**src/rtl/rx_uart.sv**
```systemverilog
// UART receiver: 2-flop synchronizer, oversampled start-bit validation, LSB-first payload
// capture and stop-bit check. Each frame is reported with a one-clk o_valid strobe.
module rx_uart #(
    parameter int unsigned INPUT_DATA_WIDTH = 8,
    parameter int unsigned PARITY_ENABLED   = 1,
    parameter int unsigned PARITY_ODD       = 0,
    parameter int unsigned OVERSAMPLE       = 16,
    localparam int unsigned W = INPUT_DATA_WIDTH + PARITY_ENABLED
) (
    input  logic         clk,
    input  logic         reset,
    input  logic         sample_tick,
    input  logic         serial_in,
    output logic [W-1:0] o_data,
    output logic         o_valid,
    output logic         o_parity_err,
    output logic         o_frame_err,
    output logic         o_busy
);

    localparam int unsigned TW = (OVERSAMPLE > 1) ? $clog2(OVERSAMPLE) : 1;
    localparam int unsigned BW = $clog2(W + 1);
    localparam logic [TW-1:0] HalfTick = TW'(OVERSAMPLE / 2 - 1);
    localparam logic [TW-1:0] LastTick = TW'(OVERSAMPLE - 1);
    localparam logic [BW-1:0] LastBit  = BW'(W - 1);
    localparam logic ParityEn  = (PARITY_ENABLED != 0);
    localparam logic ParityOdd = PARITY_ODD[0];

    typedef enum logic [2:0] {StIdle, StStart, StData, StStop, StBreak} state_e;

    state_e          state_q, state_d;
    logic [TW-1:0]   tick_q, tick_d;
    logic [BW-1:0]   bit_q, bit_d;
    logic [W-1:0]    shift_q, shift_d;
    logic            sync1_q, rx_s;
    logic            done;
    logic [W-1:0]    data_q;
    logic            valid_q, perr_q, ferr_q;

    always_comb begin
        state_d = state_q;
        tick_d  = tick_q;
        bit_d   = bit_q;
        shift_d = shift_q;
        done    = 1'b0;
        if (sample_tick) begin
            unique case (state_q)
                StIdle: begin
                    if (!rx_s) begin
                        state_d = StStart;
                        tick_d  = '0;
                    end
                end
                StStart: begin
                    // Mid start bit: a line already back high was only a glitch.
                    if (tick_q == HalfTick) begin
                        tick_d  = '0;
                        bit_d   = '0;
                        state_d = rx_s ? StIdle : StData;
                    end else begin
                        tick_d = tick_q + 1'b1;
                    end
                end
                StData: begin
                    if (tick_q == LastTick) begin
                        tick_d  = '0;
                        shift_d = {rx_s, shift_q[W-1:1]};
                        bit_d   = bit_q + 1'b1;
                        if (bit_q == LastBit) begin
                            state_d = StStop;
                        end
                    end else begin
                        tick_d = tick_q + 1'b1;
                    end
                end
                StStop: begin
                    if (tick_q == LastTick) begin
                        tick_d  = '0;
                        done    = 1'b1;
                        state_d = rx_s ? StIdle : StBreak;
                    end else begin
                        tick_d = tick_q + 1'b1;
                    end
                end
                StBreak: begin
                    // Wait for the line to return high so a held-low line cannot retrigger.
                    if (rx_s) begin
                        state_d = StIdle;
                    end
                end
                default: state_d = StIdle;
            endcase
        end
    end

    always_ff @(posedge clk) begin
        if (reset) begin
            sync1_q <= 1'b1;
            rx_s    <= 1'b1;
            state_q <= StIdle;
            tick_q  <= '0;
            bit_q   <= '0;
            shift_q <= '0;
            data_q  <= '0;
            valid_q <= 1'b0;
            perr_q  <= 1'b0;
            ferr_q  <= 1'b0;
        end else begin
            sync1_q <= serial_in;
            rx_s    <= sync1_q;
            state_q <= state_d;
            tick_q  <= tick_d;
            bit_q   <= bit_d;
            shift_q <= shift_d;
            valid_q <= done;
            if (done) begin
                data_q <= shift_q;
                ferr_q <= ~rx_s;
                perr_q <= ParityEn & ((^shift_q) ^ ParityOdd);
            end
        end
    end

    assign o_data       = data_q;
    assign o_valid      = valid_q;
    assign o_parity_err = perr_q;
    assign o_frame_err  = ferr_q;
    assign o_busy       = (state_q != StIdle);

endmodule
```
**config.mk**
```make
export PLATFORM = sky130hd
export DESIGN_NAME = rx_uart
export DESIGN_NICKNAME = d
export VERILOG_FILES = /design/src/rtl/rx_uart.sv
export SDC_FILE = /design/constraint.sdc
export NUM_CORES = 1
export LEC_CHECK = 0
export ABC_AREA = 1
export CAP_MARGIN = 15
export CORE_UTILIZATION = 49
export DETAILED_ROUTE_END_ITERATION = 10
export GPL_TIMING_DRIVEN = 0
export PLACE_DENSITY = 0.74
export RECOVER_POWER = 50
export SYNTH_ARGS = -nofsm -noshare
export SYNTH_HDL_FRONTEND = slang
export SYNTH_SLANG_ARGS = --single-unit
```
**constraint.sdc**
```tcl
create_clock -name clk -period 1.5 [get_ports clk]
set_clock_uncertainty 0.15 [all_clocks]
set_input_delay 0.15 -clock clk [delete_from_list [all_inputs] [get_ports clk]]
set_output_delay 0.15 -clock clk [all_outputs]
set_load 0.02 [all_outputs]
```
==> flow_metrics.env, run 1 <==
export IMPL_synth_fa_ha_area_share_pct=2.40
export IMPL_synth_edf_count=0
export IMPL_synthArstFlopShare_pct=0
export IMPL_synth_top_area_share_pct=43.6
export IMPL_area_growth_pct=33.2
export IMPL_die_w_um=58.5
export IMPL_n_antenna_cell=0
export IMPL_max_cap_violations=0
export IMPL_drcViolationCount=0
export IMPL_core_area_mm2=0.00303
export IMPL_synthMuxAreaShare_pct=0
export IMPL_yosys_most_used_dff="dfxtp_1"
export IMPL_drt_pre_antenna_iters=4
export IMPL_crit_chain="nor2_2 > nand2_2 > inv_2 > nand2_2 > buf_4 > o21ai_1 > a21oi_1"
export IMPL_slew_violations=0
export IMPL_clkLatencyLatePin_ns=0.34
export IMPL_timing_final_crit_period_ns=1.52
export IMPL_synth_top_family_by_area="simple AND/OR/NAND/NOR gates"
export IMPL_cp_data_arrival_time_ns=1.61
export IMPL_final_area_mm2=0.00208
export IMPL_ys_types=28
export IMPL_num_vias=1460
export IMPL_initial_utilization_pct=51.6
export IMPL_layout_drive_gt1_share_pct=28.3
export IMPL_synth_common_cells="39 x nand2_1, 34 x dfxtp_1, 26 x a21oi_1, 25 x nor2_1, 20 x inv_1"
export IMPL_rsz0062_at_grt="true"
export IMPL_place_area_mm2=0.00177
export IMPL_cts_max_level=2
export IMPL_cp_max_fo=10
export IMPL_final_util_pct=68.7
export IMPL_via_per_inst=5.02
export IMPL_cts_inserted_buffers=5
export IMPL_worst_path_most_repeated_cell="nand2_2"
export IMPL_vdd_drop_max_mv=0.999
export IMPL_path_class="register to register"
export IMPL_crit_buf_inv=2
export IMPL_cp_required_ns=1.59
export IMPL_max_freq_ghz=0.658
export IMPL_drt_iter0_markers=69
export IMPL_hold_viol=0
export IMPL_synthCells=211
export IMPL_grt_usage_pct=22.4
export IMPL_clock_root_buffer="clkbuf_4"
export IMPL_slowest_delay_ns=0.38
export IMPL_leakage_nw=0.938
export IMPL_die_h_um=58.5
export IMPL_io_buffers=15
export IMPL_setup_worst_path_start="state_q[2]"
export IMPL_reg2reg_from="state_q[2]"
export IMPL_die_area_mm2=0.00342
export IMPL_hold_ws_ns=0.189
export IMPL_drtAntennaViolNets=0
export IMPL_grt_pass1_vias=1344
export IMPL_finalSetupViolCount=6
export IMPL_dp_slack_ns=-0.284
export IMPL_synthesis_nets=218
export IMPL_slew_headroom_pct=74.2
export IMPL_startpoint_type="register"
export IMPL_clock_sinks=34
export IMPL_antenna_found_initial=0
export IMPL_ys_seq_area_share_pct=43.6
export IMPL_synthSimpleGateAreaFrac_pct=26.1
export IMPL_yosysWarnings=0
export IMPL_setup_slack_ns=-0.0190
export IMPL_tritoncts="yes"
export IMPL_powerDensity_mw_per_mm2=1180
export IMPL_synth_seq_cells=34
export IMPL_cp_slowest_cell="dfxtp_2"
export IMPL_cts_path_max_buffers=2
export IMPL_dp_hpwl_mm=2.15
export IMPL_min_from="reset"
export IMPL_grt_max_degree=11
export IMPL_synth_xor_area_share_pct=2.24
export IMPL_overflow=0
export IMPL_io_pins=17
export IMPL_synth_area_mm2=0.00156
export IMPL_min_period_over_period_pct=101
export IMPL_synth_area_leaders="dfxtp_1 44%, nand2_1 9.4%, a21oi_1 8.3%"
export IMPL_crit_family="simple AND/OR/NAND/NOR gates"
export IMPL_rows=20
export IMPL_hp_class="input port to register"
export IMPL_status="finished, violations left"
export IMPL_grt_pass1_wl_mm=5.72
export IMPL_max_slew_worst_pin_slew_ns=0.386
export IMPL_synth_most_common_cell="nand2_1"
export IMPL_drt_wl_total_mm=3.52
export IMPL_fin_nets=253
export IMPL_synth_compound_area_share_pct=17.8
export IMPL_synth_top_cell_by_area="dfxtp_1"
export IMPL_cp_end_kind="register"
export IMPL_violations="negative setup slack"
export IMPL_synth_avg_cell_area_um2=7.40
export IMPL_gp_congestion=0.852
export IMPL_clk_pin_slew_ns=0.10
export IMPL_post_drt_wl_per_cell_um=12.1
worst paths after layout:
check / endpoint / slack [ns] / depth (start not counted)
setup / recovery: shift_q[1] / -0.02 / 7
hold reg to reg: rx_s / 0.27 / 1
setup reg to reg: shift_q[1] / -0.02 / 7
hold / removal: bit_q[0] / 0.19 / 4
state kept, by name, indices dropped and copies added, names as in the netlist:
register and cells:
o_valid 1, bit_q 4, sync1_q 1, rx_s 1, state_q 3, shift_q 9, o_frame_err 1, o_parity_err 1
tick_q 4, o_data 9
cell families (layout without fill, tap and decap cells):
kind of cell / after synthesis / after routing
compound gates: 52 / 52
flops: 34 / 34
fa+ha+maj: 3 / 3
buf+inv: 29 / 65
simple gates: 89 / 89
xor+xnor: 4 / 4
stage by stage:
| stage | setup TNS, ns | cells | power [mW] |
|---|---|---|---|
| 6_report | -0.0773 | 291 | 2.46 |
| 5_1_grt | -1.60 | 291 | 2.62 |
| 4_1_cts | -0.223 | 287 | 2.28 |
| 3_5_place_dp | -5.26 | 270 | 1.65 |
| 3_3_place_gp | -4.29 | 270 | 1.64 |
| 2_1_floorplan | 0 | 211 | 1.50 |
layout by cell type (no fill, tap or decap), types with 2 or more instances in the layout:
master and n:
a21oi_1 20, nor2_2 6, nand2_2 5, o21ai_1 5
o21ai_2 4, clkbuf_2 2, dlygate4sd3_1 2, a21oi_2 6
nand2_1 35, dfxtp_2 6, inv_2 3, nor2_1 17
clkbuf_1 3, nor3_1 2, dfxtp_4 2, or2_2 2
clkdlybuf4s50_1 2, dfxtp_1 26, o21ai_0 14, nand3_4 2
clkbuf_4 5, o21ai_4 2, nand3_1 12, xor2_1 3
nor2_4 5, inv_1 20, buf_6 2, buf_4 9
dlygate4sd2_1 12, ha_1 2
metal layers:
layer	global-route usage (%)	vias up	wire length, um
li1	-	757	-
met1	27.3	670	1620
met2	37.6	27	1740
met3	6.59	6	116
met4	8.16	0	51
met5	0	-	0
report_power, final:
part / switching [mW] / internal, mW
registers: 0.101 / 0.975
logic: 0.524 / 0.322
clock network: 0.308 / 0.227
what timing repair did:
| item | CTS | global route |
|---|---|---|
| setup endpoints to repair | 43 | 29 |
| buffers inserted | 7 | 3 |
| gates cloned | 0 | 1 |
| pin swaps | 4 | 13 |
| hold buffers | 2 | 0 |
| gates resized for setup | 34 | 29 |
| endpoints found under the hold margin | 5 | 0 |
worst reg2reg max path: stages (launching register included):
cell     delay, ns
dfxtp_2       0.38
nor2_2        0.15
nand2_2       0.14
inv_2         0.12
nand2_2       0.11
buf_4         0.20
o21ai_1       0.12
a21oi_1       0.05
area by class of cell:
| class | count | area [um^2] |
|---|---|---|
| flip-flops and latches | 34 | 696 |
| clock inverters | 1 | 5.00 |
| clock buffers | 7 | 55.1 |
| repair buffers | 28 | 258 |
| well taps | 44 | 55.1 |
| fillers | 261 | 948 |
| inverters | 24 | 92.6 |
| plain buffers | 5 | 35.0 |
| multi-input cells | 148 | 883 |
(Power assumes the default switching activity.)
==> run 2, diff against run 1 <==
--- a/config.mk
+++ b/config.mk
@@ -10,6 +10,7 @@
 export CORE_UTILIZATION = 49
 export DETAILED_ROUTE_END_ITERATION = 10
 export GPL_TIMING_DRIVEN = 0
+export HOLD_SLACK_MARGIN = 0.12
 export PLACE_DENSITY = 0.74
 export RECOVER_POWER = 50
 export SYNTH_ARGS = -nofsm -noshare
==> flow_metrics.env, run 2 (synthesis gave the netlist of run 1 again) <==
export IMPL_timing_final_crit_period_ns=1.52
export IMPL_tritoncts="yes"
export IMPL_path_class="register to register"
export IMPL_cts_inserted_buffers=5
export IMPL_mostFrequentLayoutCells="35 x nand2_1, 26 x dfxtp_1, 20 x a21oi_1, 19 x inv_1, 17 x nor2_1"
export IMPL_layout_cells_non_filler=291
export IMPL_violations="negative setup slack"
export IMPL_powerDensity_mw_per_mm2=1180
export IMPL_dpl_cell_count=270
export IMPL_switchingPower_uw=944
export IMPL_cp_required_ns=1.59
export IMPL_clock_root_buffer="clkbuf_4"
export IMPL_status="finished, violations left"
export IMPL_cp_data_arrival_time_ns=1.61
export IMPL_max_freq_ghz=0.659
export IMPL_slew_violations=0
export IMPL_dp_hpwl_mm=2.15
export IMPL_area_growth_pct=33.6
export IMPL_antenna_found_initial=0
export IMPL_cp_max_fo=10
export IMPL_r2r_cells=7
export IMPL_grt_usage_pct=22.5
export IMPL_layout_drive_gt1_share_pct=29.1
export IMPL_grt_pass1_vias=1361
export IMPL_grt_pass1_wl_mm=5.75
export IMPL_power_frac_seq_pct=43.5
export IMPL_io_pins=17
export IMPL_cp_end_kind="register"
export IMPL_die_area_mm2=0.00342
export IMPL_drtAntennaViolNets=0
export IMPL_gp_congestion=0.852
export IMPL_clock_sinks=34
export IMPL_rows=20
export IMPL_cts_max_level=2
export IMPL_die_w_um=58.5
export IMPL_cts_path_max_buffers=2
export IMPL_comb_power_share_pct=34.9
export IMPL_leakage_nw=0.953
export IMPL_hp_class="input port to register"
export IMPL_drcViolationCount=0
export IMPL_final_common_cell="nand2_1"
export IMPL_clkLatencyLatePin_ns=0.34
export IMPL_num_vias=1471
export IMPL_die_h_um=58.5
export IMPL_drt_wl_total_mm=3.65
export IMPL_overflow=0
export IMPL_setup_slack_ns=-0.0176
export IMPL_clk_pin_slew_ns=0.11
export IMPL_setup_worst_path_start="tick_q[0]"
export IMPL_regToRegSetupSlack_ns=-0.02
export IMPL_io_buffers=15
export IMPL_startpoint_type="register"
export IMPL_worstReg2RegEnd="shift_q[1]"
export IMPL_vdd_drop_max_mv=1.06
export IMPL_finalSetupViolCount=5
export IMPL_whs_path_depth=2
export IMPL_initial_utilization_pct=51.6
export IMPL_rsz0062_at_grt="true"
export IMPL_post_drt_wl_per_cell_um=12.5
export IMPL_slew_headroom_pct=73.7
export IMPL_power_frac_clock_pct=21.7
export IMPL_grt_max_degree=11
export IMPL_fin_nets=253
export IMPL_drt_iter0_markers=68
export IMPL_max_cap_violations=0
export IMPL_drt_pre_antenna_iters=4
export IMPL_reg2reg_from="tick_q[0]"
export IMPL_p_sw_share_pct=38.2
export IMPL_n_antenna_cell=0
export IMPL_max_slew_worst_pin_slew_ns=0.395
export IMPL_fin_tns_setup_ns=-0.0439
export IMPL_min_period_over_period_pct=101
export IMPL_crit_end="shift_q[1]"
export IMPL_via_per_inst=5.05
export IMPL_core_area_mm2=0.00303
export IMPL_hold_viol=0
export IMPL_power_internal_mw=1.52
## run 2: what timing repair did
action / CTS / global route
endpoints found under the hold margin: 9 / 0
setup endpoints to repair: 43 / 29
hold buffers: 2 / 0
resized for setup: 34 / 31
buffers inserted: 7 / 3
pin swaps: 4 / 13
cloned: 0 / 1
## run 2: stage by stage
stage / setup WS [ns] / power [mW] / util [%] / instance area [um^2] / hold slack, ns
6_report: -0.0176 / 2.47 / 68.9 / 2090 / 0.219
2_1_floorplan: 0.00411 / 1.50 / - / 1570 / 0.104
3_3_place_gp: -0.241 / 1.64 / 58.5 / 1770 / 0.241
3_5_place_dp: -0.284 / 1.65 / 58.5 / 1770 / 0.251
4_1_cts: -0.0799 / 2.28 / 64.3 / 1950 / 0.179
5_1_grt: -0.106 / 2.63 / 68.9 / 2090 / 0.196
## run 2: how the worst min path moves through the flow
stage	from	end
after floorplan	serial_in	sync1_q
after global placement	sync1_q	rx_s
after detailed placement	sync1_q	rx_s
after CTS	reset	o_data[6]
after global routing	serial_in	sync1_q
final	serial_in	sync1_q
## run 2: power by group through the flow
| stage | sequential, mW | combinational [mW] | clock [mW] |
|---|---|---|---|
| 4_1_cts | 1.05 | 0.677 | 0.552 |
| 3_5_place_dp | 1.05 | 0.600 | 0 |
| 2_1_floorplan | 1.03 | 0.467 | 0 |
| 5_1_grt | 1.08 | 0.947 | 0.599 |
| 3_3_place_gp | 1.05 | 0.596 | 0 |
| 6_report | 1.07 | 0.861 | 0.535 |
## run 2: routing by layer
metal  share of wire [%]  GRT usage [%]
met4                 1.8           9.52
met1                  44           26.7
met5                   0              0
met3                 4.8           7.03
met2                  49           37.6
## run 2: final cells by class
cell class | count | area, um^2
sequential | 34 | 696
fill | 269 | 942
buffer | 5 | 36.3
multi-input combinational | 148 | 888
timing repair buffer | 28 | 258
clock inverter | 1 | 5.00
clock buffer | 7 | 55.1
inverter | 24 | 92.6
tap | 44 | 55.1
## run 2: critical path, cell delays in order (launching register included)
cell     delay (ns)
dfxtp_4        0.37
ha_4           0.16
nand3_4        0.13
nor2_2         0.17
nand2_4        0.09
buf_4          0.18
o21ai_1        0.13
a21oi_1        0.05
==> patch 1: new RTL, flow settings as in run 2 <==
Add an input register stage for `sample_tick` and `serial_in`; this delays them by one clock.
--- a/src/rtl/rx_uart.sv
+++ b/src/rtl/rx_uart.sv
@@ -28,6 +28,14 @@
 
     typedef enum logic [2:0] {StIdle, StStart, StData, StStop, StBreak} state_e;
 
+    logic sample_tick_q;
+    logic serial_q;
+
+    always_ff @(posedge clk) begin
+        sample_tick_q <= sample_tick;
+        serial_q      <= serial_in;
+    end
+
     state_e          state_q, state_d;
     logic [TW-1:0]   tick_q, tick_d;
     logic [BW-1:0]   bit_q, bit_d;
@@ -43,7 +51,7 @@
         bit_d   = bit_q;
         shift_d = shift_q;
         done    = 1'b0;
-        if (sample_tick) begin
+        if (sample_tick_q) begin
             unique case (state_q)
                 StIdle: begin
                     if (!rx_s) begin
@@ -106,7 +114,7 @@
             perr_q  <= 1'b0;
             ferr_q  <= 1'b0;
         end else begin
-            sync1_q <= serial_in;
+            sync1_q <= serial_q;
             rx_s    <= sync1_q;
             state_q <= state_d;
             tick_q  <= tick_d;
Formal check against the unedited RTL: not equivalent (Yosys sat finds a counterexample within 4 cycles, from zero or initial values and one cycle with reset high).
==> patch 1 against run 2 <==
The run still ends with negative setup slack left. Cell area increased by 3.2%. Cell count increased by 1.4%. Highest routed layer unchanged. Wire length down 2.2%. Sequential cell count grew 2. Area after synthesis grew 1.3%. Worst setup slack worse by 79 ps. First-iteration DRC count shrank 26%. Via count down 1.6%.
Power is not compared: it rests on default switching activity, and its combinational part moved more than twofold at a synthesized area within 25%.
==> patch 1: results <==
layout:
  nets: 258
  nFillCells: 245
  final_util_pct: 70.5
  final_layout_size_suffix_gt1_share_pct: 28.3
yosys:
  ys.flop_type: "dfxtp_1"
  yosysUniqueCellTypes: 25
  synthMuxAreaShare_pct: 0
  synthTopCellsByCount: "nand2_1 (42), dfxtp_1 (36), nor2_1 (29)"
  synth_seq_area_share_pct: 45.6
  syn_inst: 212
  synthXorXnorAreaFrac_pct: 2.77
  synthTopCellsByArea: "dfxtp_1 (46%), nand2_1 (10%), nor2_1 (6.9%), inv_1 (6.2%), a21oi_1 (6.0%)"
  synthAdderAreaFrac_pct: 2.37
  syn-num-nets: 219
  synth_warnings: 0
  synth_compound_area_share_pct: 16.9
global_routing:
  antenna_found_initial: 0
  grt_pass1_wl_um: 5640
  grt_pass1_vias: 1266
  grt_max_degree: 11
  track_usage_pct: 22.1
timing:
  tns_ps: -718
  tightestPinTransition_ps: 658
  setup_viol_count_final: 16
  worst_slack_ps: -96.7
route:
  drtPass1Iterations: 4
  wl_um: 3570
  vias: 1447
  vias_per_cell: 4.91
  drt-initial-drc-count: 50
run_status:
  status: "complete, but fails checks"
  violations: "negative setup slack"
place:
  dp_hpwl_um: 2090
  port-buffer-count: 15
  gp_congestion: 0.820
  placed_cells: 271
  pre_cts_ws_ps: -186
  postPlaceCellArea_um2: 1820
worst_hold_path:
  hold_path_depth: 2
  hold_path.class: "primary input to flip-flop"
clocking:
  cts.hold.buffers_added: 2
  cts_buffer_depth: 2
  cts_buffers: 5
  clkLatencyLatePin_ps: 350
  cts_max_level: 2
  cts_root_buf: "clkbuf_4"
critical_path:
  slowest_stage: "dfxtp_2"
  reg2regPathDepth: 9
  path_delay_family: "flip-flops"
  arrival_ps: 1710
  slowest_delay_ps: 370
  worstPathMaxFanout: 5
power_and_ir_drop:
  p_leak_nw: 0.979
==> patch 1: cells by family after synthesis <==
| family | Yosys count |
|---|---|
| and+or+nand+nor | 89 |
| AOI/OAI and AO/OA | 47 |
| DFF | 36 |
| buffers and inverters | 32 |
| xor gates and xnor gates | 5 |
| adders and majority gates | 3 |
==> patch 1: timing repair <==
| item | 4_1_cts | 5_1_grt |
|---|---|---|
| endpoints found under the hold margin | 5 | 3 |
| gates cloned | 1 | 2 |
| pin swaps | 5 | 8 |
| endpoints found under the setup margin | 41 | 30 |
| resized for setup | 42 | 23 |
| buffers inserted | 9 | 3 |
==> patch 1: power by group <==
part | switching, mW | total [mW] | internal, mW | leakage [nW]
Sequential | 0.0510 | 1.05 | 1.00 | 0.295
Combinational | 0.232 | 0.379 | 0.147 | 0.655
Clock | 0.313 | 0.485 | 0.172 | 0.0281
Total | 0.596 | 1.92 | 1.32 | 0.979
==> patch 1: area by class of cell <==
cell class	instances	area share, %
buffer	6	2.33
clock buffer	6	1.92
clock inverter	1	0.233
inverter	26	4.65
multi-input combinational	144	40.6
sequential	36	34.0
tap	44	2.56
timing repair buffer	32	13.7
==> patch 1: path summary, 6_finish.rpt <==
path                                start    endpoint  slack (ps)
worst max-delay path            tick_q[0]  shift_q[6]        -100
worst min-delay path                reset  shift_q[3]          50
worst max register to register  tick_q[0]  shift_q[6]        -100
worst min register to register   serial_q     sync1_q         270
==> patch 1: routing by layer <==
| layer | wire length, um | global-route usage, % | up-vias | share of wire (%) |
|---|---|---|---|---|
| met4 | 61 | 8.16 | 0 | 1.7 |
| met3 | 116 | 7.91 | 8 | 3.2 |
| met5 | 0 | 0 | - | 0 |
| met2 | 1670 | 34.1 | 23 | 47 |
| li1 | - | - | 760 | - |
| met1 | 1720 | 28.5 | 656 | 48 |
==> patch 2: new RTL, settings of run 2 <==
Made on the original files. Set the parameter `PARITY_ODD` to 1 (it was 0).
--- a/src/rtl/rx_uart.sv
+++ b/src/rtl/rx_uart.sv
@@ -3,7 +3,7 @@
 module rx_uart #(
     parameter int unsigned INPUT_DATA_WIDTH = 8,
     parameter int unsigned PARITY_ENABLED   = 1,
-    parameter int unsigned PARITY_ODD       = 0,
+    parameter int unsigned PARITY_ODD       = 1,
     parameter int unsigned OVERSAMPLE       = 16,
     localparam int unsigned W = INPUT_DATA_WIDTH + PARITY_ENABLED
 ) (
Function: no difference found for any inputs over 10 cycles, from zero or initial values and one cycle with reset high; that may be too few to reach the edited logic, so the function may still have changed.
==> patch 2 against run 2 <==
The run still ends with negative setup slack left. Core utilization is 5.0 points lower. Worst setup slack worse by 45 ps. Worst hold slack worse by 14 ps. Sequential cell count stayed put. First-iteration DRC count is 46% higher. Area after synthesis is 9.1% higher. Wire length is 1.8% higher. Synthesized cell count is 13% higher. Fmax is 2.9% lower. Cell count is 8.9% higher. Cell area is 2.2% higher. Critical path type unchanged.
Power is not compared: it rests on default switching activity, and its combinational part moved more than twofold at a synthesized area within 25%.
==> patch 2: results <==
yosys:
  synth_seq_area_share_pct: 39.9
  synthTopCellsByCount: "nand2_1 (62), dfxtp_1 (34), a21oi_1 (24), inv_1 (24), nor2_1 (21)"
  yosysUniqueCellTypes: 30
  syn-num-nets: 245
global_routing:
  grt_pass1_wl_um: 5870
  use_met1_pct: 26.4
  grtUsageMet2_pct: 37.7
  track_usage_pct: 22.0
  grt_pass1_vias: 1356
route:
  drt-initial-drc-count: 99
  drtPass1Iterations: 5
  vias: 1570
  routedWlPerCell_um: 11.7
place:
  gp_congestion: 0.819
  port-buffer-count: 16
  postPlaceCellArea_um2: 1940
  dp_hpwl_um: 2500
timing:
  worst_slack_ps: -62.1
  tightestPinTransition_ps: 565
  maxSlewViolCount: 0
  setup_viol_count_final: 6
run_status:
  status: "complete, but fails checks"
  violations: "negative setup slack"
critical_path:
  reg2regPathDepth: 7
  r2r-end: "shift_q[0]"
  arrival_ps: 1650
clocking:
  path_clk_slew_ps: 100
  cts_buffers: 5
layout:
  nFillCells: 312
  nets: 277
  final_layout_size_suffix_gt1_share_pct: 21.8
==> patch 2: area by class of cell <==
type | count | area share (%)
Buffer | 5 | 2.00
Timing Repair inverter | 1 | 0.176
Clock buffer | 7 | 2.58
Tap cell | 46 | 2.70
Multi-Input combinational cell | 170 | 43.9
Clock inverter | 1 | 0.235
Sequential cell | 34 | 32.5
Timing Repair Buffer | 24 | 10.2
Inverter | 29 | 5.70
==> patch 2: how the worst max path moves through the flow <==
| stage | startpoint | end | slack, ps | cells past startpoint |
|---|---|---|---|---|
| after global routing | tick_q[0] | state_q[2] | -120 | 8 |
| final | tick_q[0] | shift_q[0] | -60 | 7 |
| after global placement | sample_tick | state_q[2] | -170 | 8 |
| after floorplan | tick_q[0] | state_q[2] | 20 | 8 |
| after CTS | state_q[0] | o_busy | -9 | 3 |
| after detailed placement | sample_tick | state_q[2] | -170 | 8 |
==> patch 2: power by group through the flow <==
stage / clock (mW) / sequential [mW] / combinational (mW)
4_1_cts: 0.546 / 0.952 / 0.286
3_5_place_dp: 0 / 0.965 / 0.260
6_report: 0.547 / 0.954 / 0.306
3_3_place_gp: 0 / 0.965 / 0.258
5_1_grt: 0.601 / 0.957 / 0.339
2_1_floorplan: 0 / 0.961 / 0.196
==> patch 2: cell families after synthesis <==
kind of cell	after synthesis	synth area share [%]
AO/OA/AOI/OAI	53	17.2
XOR/XNOR	3	1.54
adder cells (fa/ha/maj)	3	2.20
buffers and inverters	34	9.25
flip-flops	34	39.9
AND/OR/NAND/NOR	111	29.9
==> patch 2: through the flow <==
stage	cells	hold WS, ps	util (%)
4_1_cts	314	200	62.2
5_1_grt	317	207	63.9
2_1_floorplan	238	104	-
6_report	317	205	63.9
3_3_place_gp	300	246	58.1
3_5_place_dp	300	253	58.1
==> patch 2: layer usage <==
| layer | vias up | share of wire (%) |
|---|---|---|
| li1 | 822 | - |
| met1 | 714 | 48 |
| met2 | 30 | 46 |
| met3 | 4 | 4.1 |
| met4 | 0 | 1.2 |
| met5 | - | 0 |
==> patch 2: critical path, stage by stage (launching register included) <==
cell     delay (ps)
dfxtp_4         370
ha_4            160
nand3_4         100
nor2_4          170
nand2_2         150
buf_6           180
o21ai_1         110
a21oi_1          50
==> patch 2: repair_timing <==
item	CTS	global route
gates cloned	1	1
pin swaps	3	6
endpoints found under the setup margin	41	20
buffers inserted	5	2
resized for setup	28	11
